<file path="config.mk">
export PLATFORM = sky130hd
export DESIGN_NAME = regfile_mp
export DESIGN_NICKNAME = d
export VERILOG_FILES = /design/src/rtl/regfile_pkg.sv /design/src/rtl/regfile_rd_port.sv /design/src/rtl/regfile_mp.sv
export SDC_FILE = /design/constraint.sdc
export NUM_CORES = 2
export LEC_CHECK = 0
export CAP_MARGIN = 20
export CORE_AREA = 8 8 372 374
export DETAILED_ROUTE_END_ITERATION = 8
export DIE_AREA = 0 0 380 382
export PLACE_DENSITY = 0.72
export SYNTH_ARGS = -nofsm -noshare
export SYNTH_HDL_FRONTEND = slang
export SYNTH_SLANG_ARGS = --single-unit
</file>
<file path="constraint.sdc">
create_clock -name clk -period 7.4 [get_ports clk]
set_input_delay 1.11 -clock clk [delete_from_list [all_inputs] [get_ports clk]]
set_output_delay 1.11 -clock clk [all_outputs]
set_load 0.01 [all_outputs]
</file>
<file path="src/rtl/regfile_pkg.sv">
// regfile_pkg: shared types and constants for the multi-port register file.
//   rf_state_t  - sequencer state: RF_CLEAR wipes storage after reset, RF_RUN is normal operation
//   RF_ZERO_IDX - index of the hardware-zero register x0
package regfile_pkg;

    typedef enum logic {
        RF_CLEAR = 1'b0,
        RF_RUN   = 1'b1
    } rf_state_t;

    localparam int RF_ZERO_IDX = 0;

endpackage

</file>
<file path="src/rtl/regfile_rd_port.sv">
// regfile_rd_port: one registered read lane of the register file.
//   clk, rst_n  - clock, synchronous active-low reset (clears data)
//   en          - read enable; data holds when low
//   addr        - register index to read
//   force_zero  - high while storage is being cleared; forces data to 0 regardless of en
//   wr_en       - qualified same-cycle write (already excludes x0 and CLEAR)
//   wr_addr     - same-cycle write index
//   wr_data     - same-cycle write data, forwarded on an address match
//   mem_word    - storage word at addr
//   data        - registered read data, 1-cycle latency
module regfile_rd_port
    import regfile_pkg::*;
#(
    parameter int DATA_WIDTH = 32,
    parameter int ADDR_WIDTH = 5
) (
    input  logic                  clk,
    input  logic                  rst_n,
    input  logic                  en,
    input  logic [ADDR_WIDTH-1:0] addr,
    input  logic                  force_zero,
    input  logic                  wr_en,
    input  logic [ADDR_WIDTH-1:0] wr_addr,
    input  logic [DATA_WIDTH-1:0] wr_data,
    input  logic [DATA_WIDTH-1:0] mem_word,
    output logic [DATA_WIDTH-1:0] data
);

    logic [DATA_WIDTH-1:0] rd_val;

    // x0 wins over bypass so the physical x0 entry is never observable.
    always_comb begin
        rd_val = mem_word;
        if (addr == ADDR_WIDTH'(RF_ZERO_IDX))
            rd_val = '0;
        else if (wr_en && (wr_addr == addr))
            rd_val = wr_data;
    end

    always_ff @(posedge clk) begin
        if (!rst_n)
            data <= '0;
        else if (force_zero)
            data <= '0;
        else if (en)
            data <= rd_val;
    end

endmodule

</file>
<file path="src/rtl/regfile_mp.sv">
// regfile_mp: single-write, NUM_RD-read integer register file with hardware
// zero x0, write-first bypass, per-port read enables, a debug tap and a
// post-reset clear sequencer.
//   clk, rst_n - clock, synchronous active-low reset
//   rd_en      - [NUM_RD] per-port read enables
//   rd_addr    - packed read indices, port i at [i*ADDR_WIDTH +: ADDR_WIDTH]
//   rd_data    - packed registered read data, port i at [i*DATA_WIDTH +: DATA_WIDTH]
//   wr_en, wr_addr, wr_data - write port (x0 writes are discarded)
//   dbg_addr   - debug tap index
//   dbg_data   - registered debug tap data, refreshed every cycle
//   ready      - high once the clear sequence has finished
//   wr_drop    - one-cycle pulse when a write was discarded during CLEAR
module regfile_mp
    import regfile_pkg::*;
#(
    parameter int DATA_WIDTH = 32,
    parameter int ADDR_WIDTH = 5,
    parameter int NUM_RD     = 2
) (
    input  logic                         clk,
    input  logic                         rst_n,
    input  logic [NUM_RD-1:0]            rd_en,
    input  logic [NUM_RD*ADDR_WIDTH-1:0] rd_addr,
    output logic [NUM_RD*DATA_WIDTH-1:0] rd_data,
    input  logic                         wr_en,
    input  logic [ADDR_WIDTH-1:0]        wr_addr,
    input  logic [DATA_WIDTH-1:0]        wr_data,
    input  logic [ADDR_WIDTH-1:0]        dbg_addr,
    output logic [DATA_WIDTH-1:0]        dbg_data,
    output logic                         ready,
    output logic                         wr_drop
);

    localparam int DEPTH = 1 << ADDR_WIDTH;

    if (NUM_RD < 1 || NUM_RD > 4) begin : g_bad_num_rd
        $error("regfile_mp: NUM_RD must be in 1..4");
    end

    rf_state_t             state;
    logic [ADDR_WIDTH-1:0] clr_cnt;
    logic [DATA_WIDTH-1:0] mem [DEPTH];

    logic [NUM_RD-1:0][ADDR_WIDTH-1:0] rd_addr_a;
    logic [NUM_RD-1:0][DATA_WIDTH-1:0] rd_data_a;

    logic clearing;
    logic wr_run;

    assign rd_addr_a = rd_addr;
    assign rd_data   = rd_data_a;
    assign clearing  = (state == RF_CLEAR);
    // Only RUN-state writes to a non-zero index reach storage or the bypass.
    assign wr_run    = !clearing && wr_en && (wr_addr != ADDR_WIDTH'(RF_ZERO_IDX));

    // Sequencer. clr_cnt starts at 1 because x0 never needs clearing; it
    // saturates at the top index and stays there through RUN.
    always_ff @(posedge clk) begin
        if (!rst_n) begin
            state   <= RF_CLEAR;
            clr_cnt <= ADDR_WIDTH'(1);
            ready   <= 1'b0;
            wr_drop <= 1'b0;
        end else if (clearing) begin
            wr_drop <= wr_en;
            if (clr_cnt == {ADDR_WIDTH{1'b1}}) begin
                state <= RF_RUN;
                ready <= 1'b1;
            end else begin
                clr_cnt <= clr_cnt + ADDR_WIDTH'(1);
            end
        end else begin
            wr_drop <= 1'b0;
        end
    end

    // Storage has no reset: it is wiped by the CLEAR walk instead.
    always_ff @(posedge clk) begin
        if (rst_n) begin
            if (clearing)
                mem[clr_cnt] <= '0;
            else if (wr_run)
                mem[wr_addr] <= wr_data;
        end
    end

    for (genvar i = 0; i < NUM_RD; i++) begin : g_rd
        regfile_rd_port #(
            .DATA_WIDTH (DATA_WIDTH),
            .ADDR_WIDTH (ADDR_WIDTH)
        ) u_port (
            .clk        (clk),
            .rst_n      (rst_n),
            .en         (rd_en[i]),
            .addr       (rd_addr_a[i]),
            .force_zero (clearing),
            .wr_en      (wr_run),
            .wr_addr    (wr_addr),
            .wr_data    (wr_data),
            .mem_word   (mem[rd_addr_a[i]]),
            .data       (rd_data_a[i])
        );
    end

    regfile_rd_port #(
        .DATA_WIDTH (DATA_WIDTH),
        .ADDR_WIDTH (ADDR_WIDTH)
    ) u_dbg (
        .clk        (clk),
        .rst_n      (rst_n),
        .en         (1'b1),
        .addr       (dbg_addr),
        .force_zero (clearing),
        .wr_en      (wr_run),
        .wr_addr    (wr_addr),
        .wr_data    (wr_data),
        .mem_word   (mem[dbg_addr]),
        .data       (dbg_data)
    );

endmodule

</file>
# Word-level counts from Yosys, hierarchy flattened

Memories as Yosys holds them, arrays and structs flattened. A register that Yosys moved wholly into a read port is not among the register bits.
Cells that the tools add are included.

Register bits after elaboration: 72
Bits in writable memories: 1024
Input port bits: 57
Output and inout port bits: 98
Word-level logic and storage cells: 44
Memories: 1

Memory list:

| memory | depth | width | rd ports | clocked after memory_dff | write ports | RTL line         | source |
|---|---|---|---|---|---|---|---|
| mem    | 32    | 32    | 3        | 1                        | 1           | regfile_mp.sv:42 | `logic [DATA_WIDTH-1:0] mem [DEPTH];` |

Add/subtract/negate cells: 1
Eq/ne operators: 3
Multiplexer cells: 16
Bitwise gates (word level): 3
Reductions and logical operators: 14

Operators with widths:

| operator              | number |
|---|---|
| $mux W32              | 5 |
| $reduce_or A32 Y1     | 1 |
| $logic_not A5 Y1      | 3 |
| $eq A5 B5 Y1          | 2 |
| $mux W1               | 10 |
| $reduce_and A2 Y1     | 3 |
| $add A5 B1 Y5 const B | 1 |
| $eq A5 B5 Y1 const B  | 1 |
| $mux W5               | 1 |
| $reduce_bool A5 Y1    | 1 |
| $logic_and A1 B1 Y1   | 4 |
| $not A1 Y1            | 3 |
| $reduce_or A3 Y1      | 1 |
| $reduce_or A2 Y1      | 1 |

# Longest topological paths before layout

Word-level depth: 8
Gate-level depth with buffers: 10
Mapped depth without buffers: 7

# Hierarchy

Synthesis repeated with hierarchy kept, for this count alone.

Cells, all modules: 5222
Area, all modules: 62867.8 um^2

By module, submodules not included:

| module          | times used | cells an instance | area each (um^2) | sequential area each (um^2) |
|---|---|---|---|---|
| regfile_mp      | 1          | 4643              | 57717.9          | 30909.6 |
| regfile_rd_port | 3          | 193               | 1716.6           | 640.6 |

# Worst setup path after synthesis

Ideal clock, no wire load.

Path type: input-to-reg
Start point: input wr_addr[0]
End point: memory mem[24][0] (enable)
Setup time: 0.421 ns
Data arrival time: 3.897 ns
Data required time: 6.979 ns
Slack: 3.082 ns
Cell stages on the path: 6
Path buffers: 1
Path through: buf_2 nor4_4 a21oi_1 o32a_1 or2_2 nor2_1

Word-level cells in the longest chain between the ends: 8
Elaborated cells on any way between the ends: 9
Those cells by class: 6 x mux; 3 x reduce/logical

Ends and longest elaborated chain:

| item                                                | RTL line         | source |
|---|---|---|
| from (decl)                                         | regfile_mp.sv:26 | `input logic [ADDR_WIDTH-1:0] wr_addr,` |
| $reduce_bool A5 Y1                                  | regfile_mp.sv:54 | `assign wr_run = !clearing && wr_en && (wr_addr != ADDR_WIDTH'(RF_ZERO_IDX));` |
| $logic_and A1 B1 Y1                                 | regfile_mp.sv:54 |  |
| $mux W1                                             | regfile_mp.sv:82 | `else if (wr_run)` |
| $mux W1                                             | regfile_mp.sv:80 | `if (clearing)` |
| $mux W1                                             | regfile_mp.sv:79 | `if (rst_n) begin` |
| $mux W1 (not written as such)                       | regfile_mp.sv:83 | `mem[wr_addr] <= wr_data;` |
| $reduce_or A32 Y1 (no line)                         | n/a              |  |
| $mux W5 (no line) / $mux W1 (equally long branches) | n/a              |  |
| to (decl)                                           | regfile_mp.sv:42 |  |

Several ways; a longest one is shown, not always the timed one.

# Worst setup path after layout

Start point: input rst_n
End point: memory mem[8][2] (enable)

Word-level cells in the longest chain between the ends: 4
Elaborated cells on any way between the ends: 7
Those cells by class: 6 x mux; 1 x reduce/logical

Ends and longest elaborated chain:

| item                                                | RTL line         | source |
|---|---|---|
| from (decl)                                         | regfile_mp.sv:21 | `input logic rst_n,` |
| $mux W1                                             | regfile_mp.sv:79 |  |
| $mux W1 (not written as such)                       | regfile_mp.sv:83 |  |
| $reduce_or A32 Y1 (no line)                         | n/a              |  |
| $mux W5 (no line) / $mux W1 (equally long branches) | n/a              |  |

Several ways; a longest one is shown, not always the timed one.

==> results.json <==
{
  "n_fill_cell": 10600,
  "final_common_cell": "edfxtp_1",
  "fp.dieW_um": 380,
  "synth_edf_count": 1024,
  "core_mm2": 0.132,
  "synthArstFlopShare_pct": 0,
  "critical_path_class": "primary input to flop",
  "wl_per_cell_um": 38.6,
  "synth_top_area_share_pct": 52.1,
  "initial_core_util_pct": 44.5,
  "fin_area_mm2": 0.0668,
  "synth_cell_type_count": 47,
  "post_cts_buffers": 0,
  "regArea_mm2": 0.0328,
  "cts_buffer_depth": 3,
  "drive_gt1_share_pct": 33.7,
  "avgSynthCellArea_um2": 18.2,
  "grt_max_degree": 113,
  "syn_nets": 3301,
  "die_y_um": 382,
  "grt_pass1_vias": 37700,
  "rsz0062_at_grt": "no",
  "cts_tree": "built",
  "cp-startpoint": "rst_n",
  "netlist_area_mm2": 0.0590,
  "rows": 134,
  "hold_viol": 0,
  "antenna_found_initial": 13,
  "first_pass_iters": 7,
  "drc": 0,
  "tightest_slew_ps": 1200,
  "routed_wirelength_mm": 200,
  "fmax_ghz": 0.203,
  "endpoint_kind": "flop",
  "r2r-end": "mem[8][2]",
  "reg2reg_slack_ps": 2870,
  "cpLargestDelayFamily": "buffers and inverters",
  "ctsHoldBuffers": 0,
  "finalSetupViolations": 0,
  "track_usage_pct": 26.8,
  "yosys-top-cells-area": "edfxtp_1, mux4_2, dfxtp_1",
  "timing.final.crit_period_ps": 4930,
  "vias_per_cell": 7.29,
  "hold_class": "flop to flop",
  "hpwl_mm": 122,
  "slew_headroom_pct": 20.3,
  "ys_seq_area_share_pct": 55.6,
  "cp_num_buf_inv": 5,
  "io_pins": 155,
  "drtAntennaViolNets": 0,
  "post-route-period-util_pct": 66.6,
  "die-area_mm2": 0.145,
  "worstPathArrival_ps": 5310,
  "crit_end": "mem[8][2]",
  "crit_cells": 9,
  "synthCells": 3242,
  "dr_total_vias": 37700,
  "gp_congestion": 0.914,
  "ctsResizeCount": 0,
  "synthFlopType": "edfxtp_1",
  "r2r_cells": 7,
  "drt_iter0_drc": 6188,
  "grt_pass1_wl_mm": 283,
  "grt_remaining_overflow": 0,
  "finalMaxSlewViolations": 0,
  "powerDensity_mw_per_mm2": 214,
  "io_buffer_count": 154,
  "synth_area_leader_cell": "edfxtp_1",
  "p_leak_nw": 19.0,
  "drv_cap": 0,
  "tns_ps": 0,
  "cts_root_buffer": "clkbuf_16",
  "reg2reg_from": "state",
  "cp_cell_sequence": "clkdlybuf4s50_1 -> buf_4 -> nand3_1 -> a21oi_4 -> buf_4 -> a22oi_1 -> buf_4 -> nor2_4 -> buf_4",
  "ys_warn_count": 0,
  "crit_path_max_fanout": 20,
  "slowest_delay_ps": 900,
  "slowest_stage": "nor2_4",
  "fin_skew_ps": 18.4,
  "postPlaceCellArea_mm2": 0.0627,
  "clock-sinks": 1128,
  "ys_ff_latch": 1128,
  "final_cell_mix": "edfxtp_1, mux4_2, mux2i_1, a22oi_1, nand3_1",
  "start_kind": "primary input",
  "ctsHtreeMaxLevel": 3,
  "cts_buffers": 115,
  "area_growth_pct": 13.1,
  "worstSkewPairLatency_ps": 720,
  "clkSlewWorstSetupHoldPaths_ps": 60,
  "finalNetCount": 3360,
  "crit_top_cell": "buf_4",
  "status": "completed",
  "min_from": "ready",
  "multi_input_area_mm2": 0.0252,
  "ir_worst_vdd_mv": 0.212,
  "crit_required_ps": 7790
}
-- cells in the mapped netlist (2+ instances only) --
master / number
mux4_2: 801
o21ai_0: 35
or2_2: 3
mux2i_1: 192
nor2b_1: 9
and3_1: 8
buf_1: 41
o32ai_1: 2
a211oi_1: 27
dfxtp_1: 104
inv_1: 40
nor3_1: 4
and4_1: 2
o2111ai_1: 2
ha_1: 2
or4_1: 3
nand2b_1: 73
xnor2_1: 3
edfxtp_1: 1024
and2_1: 5
a31oi_1: 4
nand2_1: 53
clkbuf_1: 194
buf_2: 62
nor4_4: 2
xor2_1: 10
a21oi_1: 47
a22oi_1: 184
nor2_1: 47
nand3_1: 164
a221o_1: 2
o22a_1: 2
a221oi_1: 29
buf_4: 5
nand4_1: 37
a32oi_1: 2
a21boi_0: 2
a211oi_2: 7
-- worst min-delay path by stage --
| stage | cells past startpoint | end |
|---|---|---|
| after floorplan | 1 | ready |
| after global placement | 1 | ready |
| after detailed placement | 1 | ready |
| after CTS | 1 | ready |
| after global routing | 1 | ready |
| final | 1 | ready |
-- layout make-up --
cell class | count | area share, %
sequential | 1128 | 49.2
multi-input combinational | 1771 | 37.7
clock buffer | 135 | 4.55
timing repair buffer | 245 | 3.60
tap | 1768 | 3.31
clock inverter | 83 | 1.39
inverter | 40 | 0.225
antenna | 7 | 0.0262
-- flip-flops by register name, summed over array words and instances (netlist names) --
name,flops
u_dbg.data,32
g_rd.u_port.data,64
clr_cnt,5
ready,1
state,1
wr_drop,1
mem,1024
-- routing by layer --
metal,global-route usage [%],part of all wire (%)
met5,0,0.13
met4,11.0,4.6
met3,10.1,15
met1,35.6,35
met2,40.1,45
-- logic make-up (layout without fill, tap and decap cells) --
group	count (synthesis)	count (layout)	synth area share, %
DFF	1128	1128	55.6
AOI/OAI and AO/OA	350	350	4.25
buffers and inverters	343	503	2.36
and+or+nand+nor	413	413	3.67
adders and majority gates	2	2	0.0424
xor gates and xnor gates	13	13	0.193
muxes	993	993	33.8
other	0	7	0
-- where the power goes --
group	switching, mW	internal, mW	leakage [nW]
clock network	2.55	3.59	1.91
logic	0.702	0.492	8.27
registers	0.0460	6.92	8.77
-- worst register-to-register path: cells and delay by family, from the launching register on --
kind | cells | cell delay, ps
buf+inv | 3 | 1200
compound gates | 2 | 950
flops | 1 | 670
simple gates | 2 | 1380
-- stage by stage --
stage	power (mW)	utilization [%]	hold slack, ps	worst slack, ps	cells
floorplan	7.86	-	509	3080	3242
global placement	8.26	47.3	457	1970	4949
detailed placement	8.27	47.3	469	1910	4950
CTS	14.3	50.3	489	2640	5168
global route	14.6	50.4	512	2460	5170
finish	14.3	50.4	475	2470	5177
Note: power is estimated with default switching activity, not from simulation.
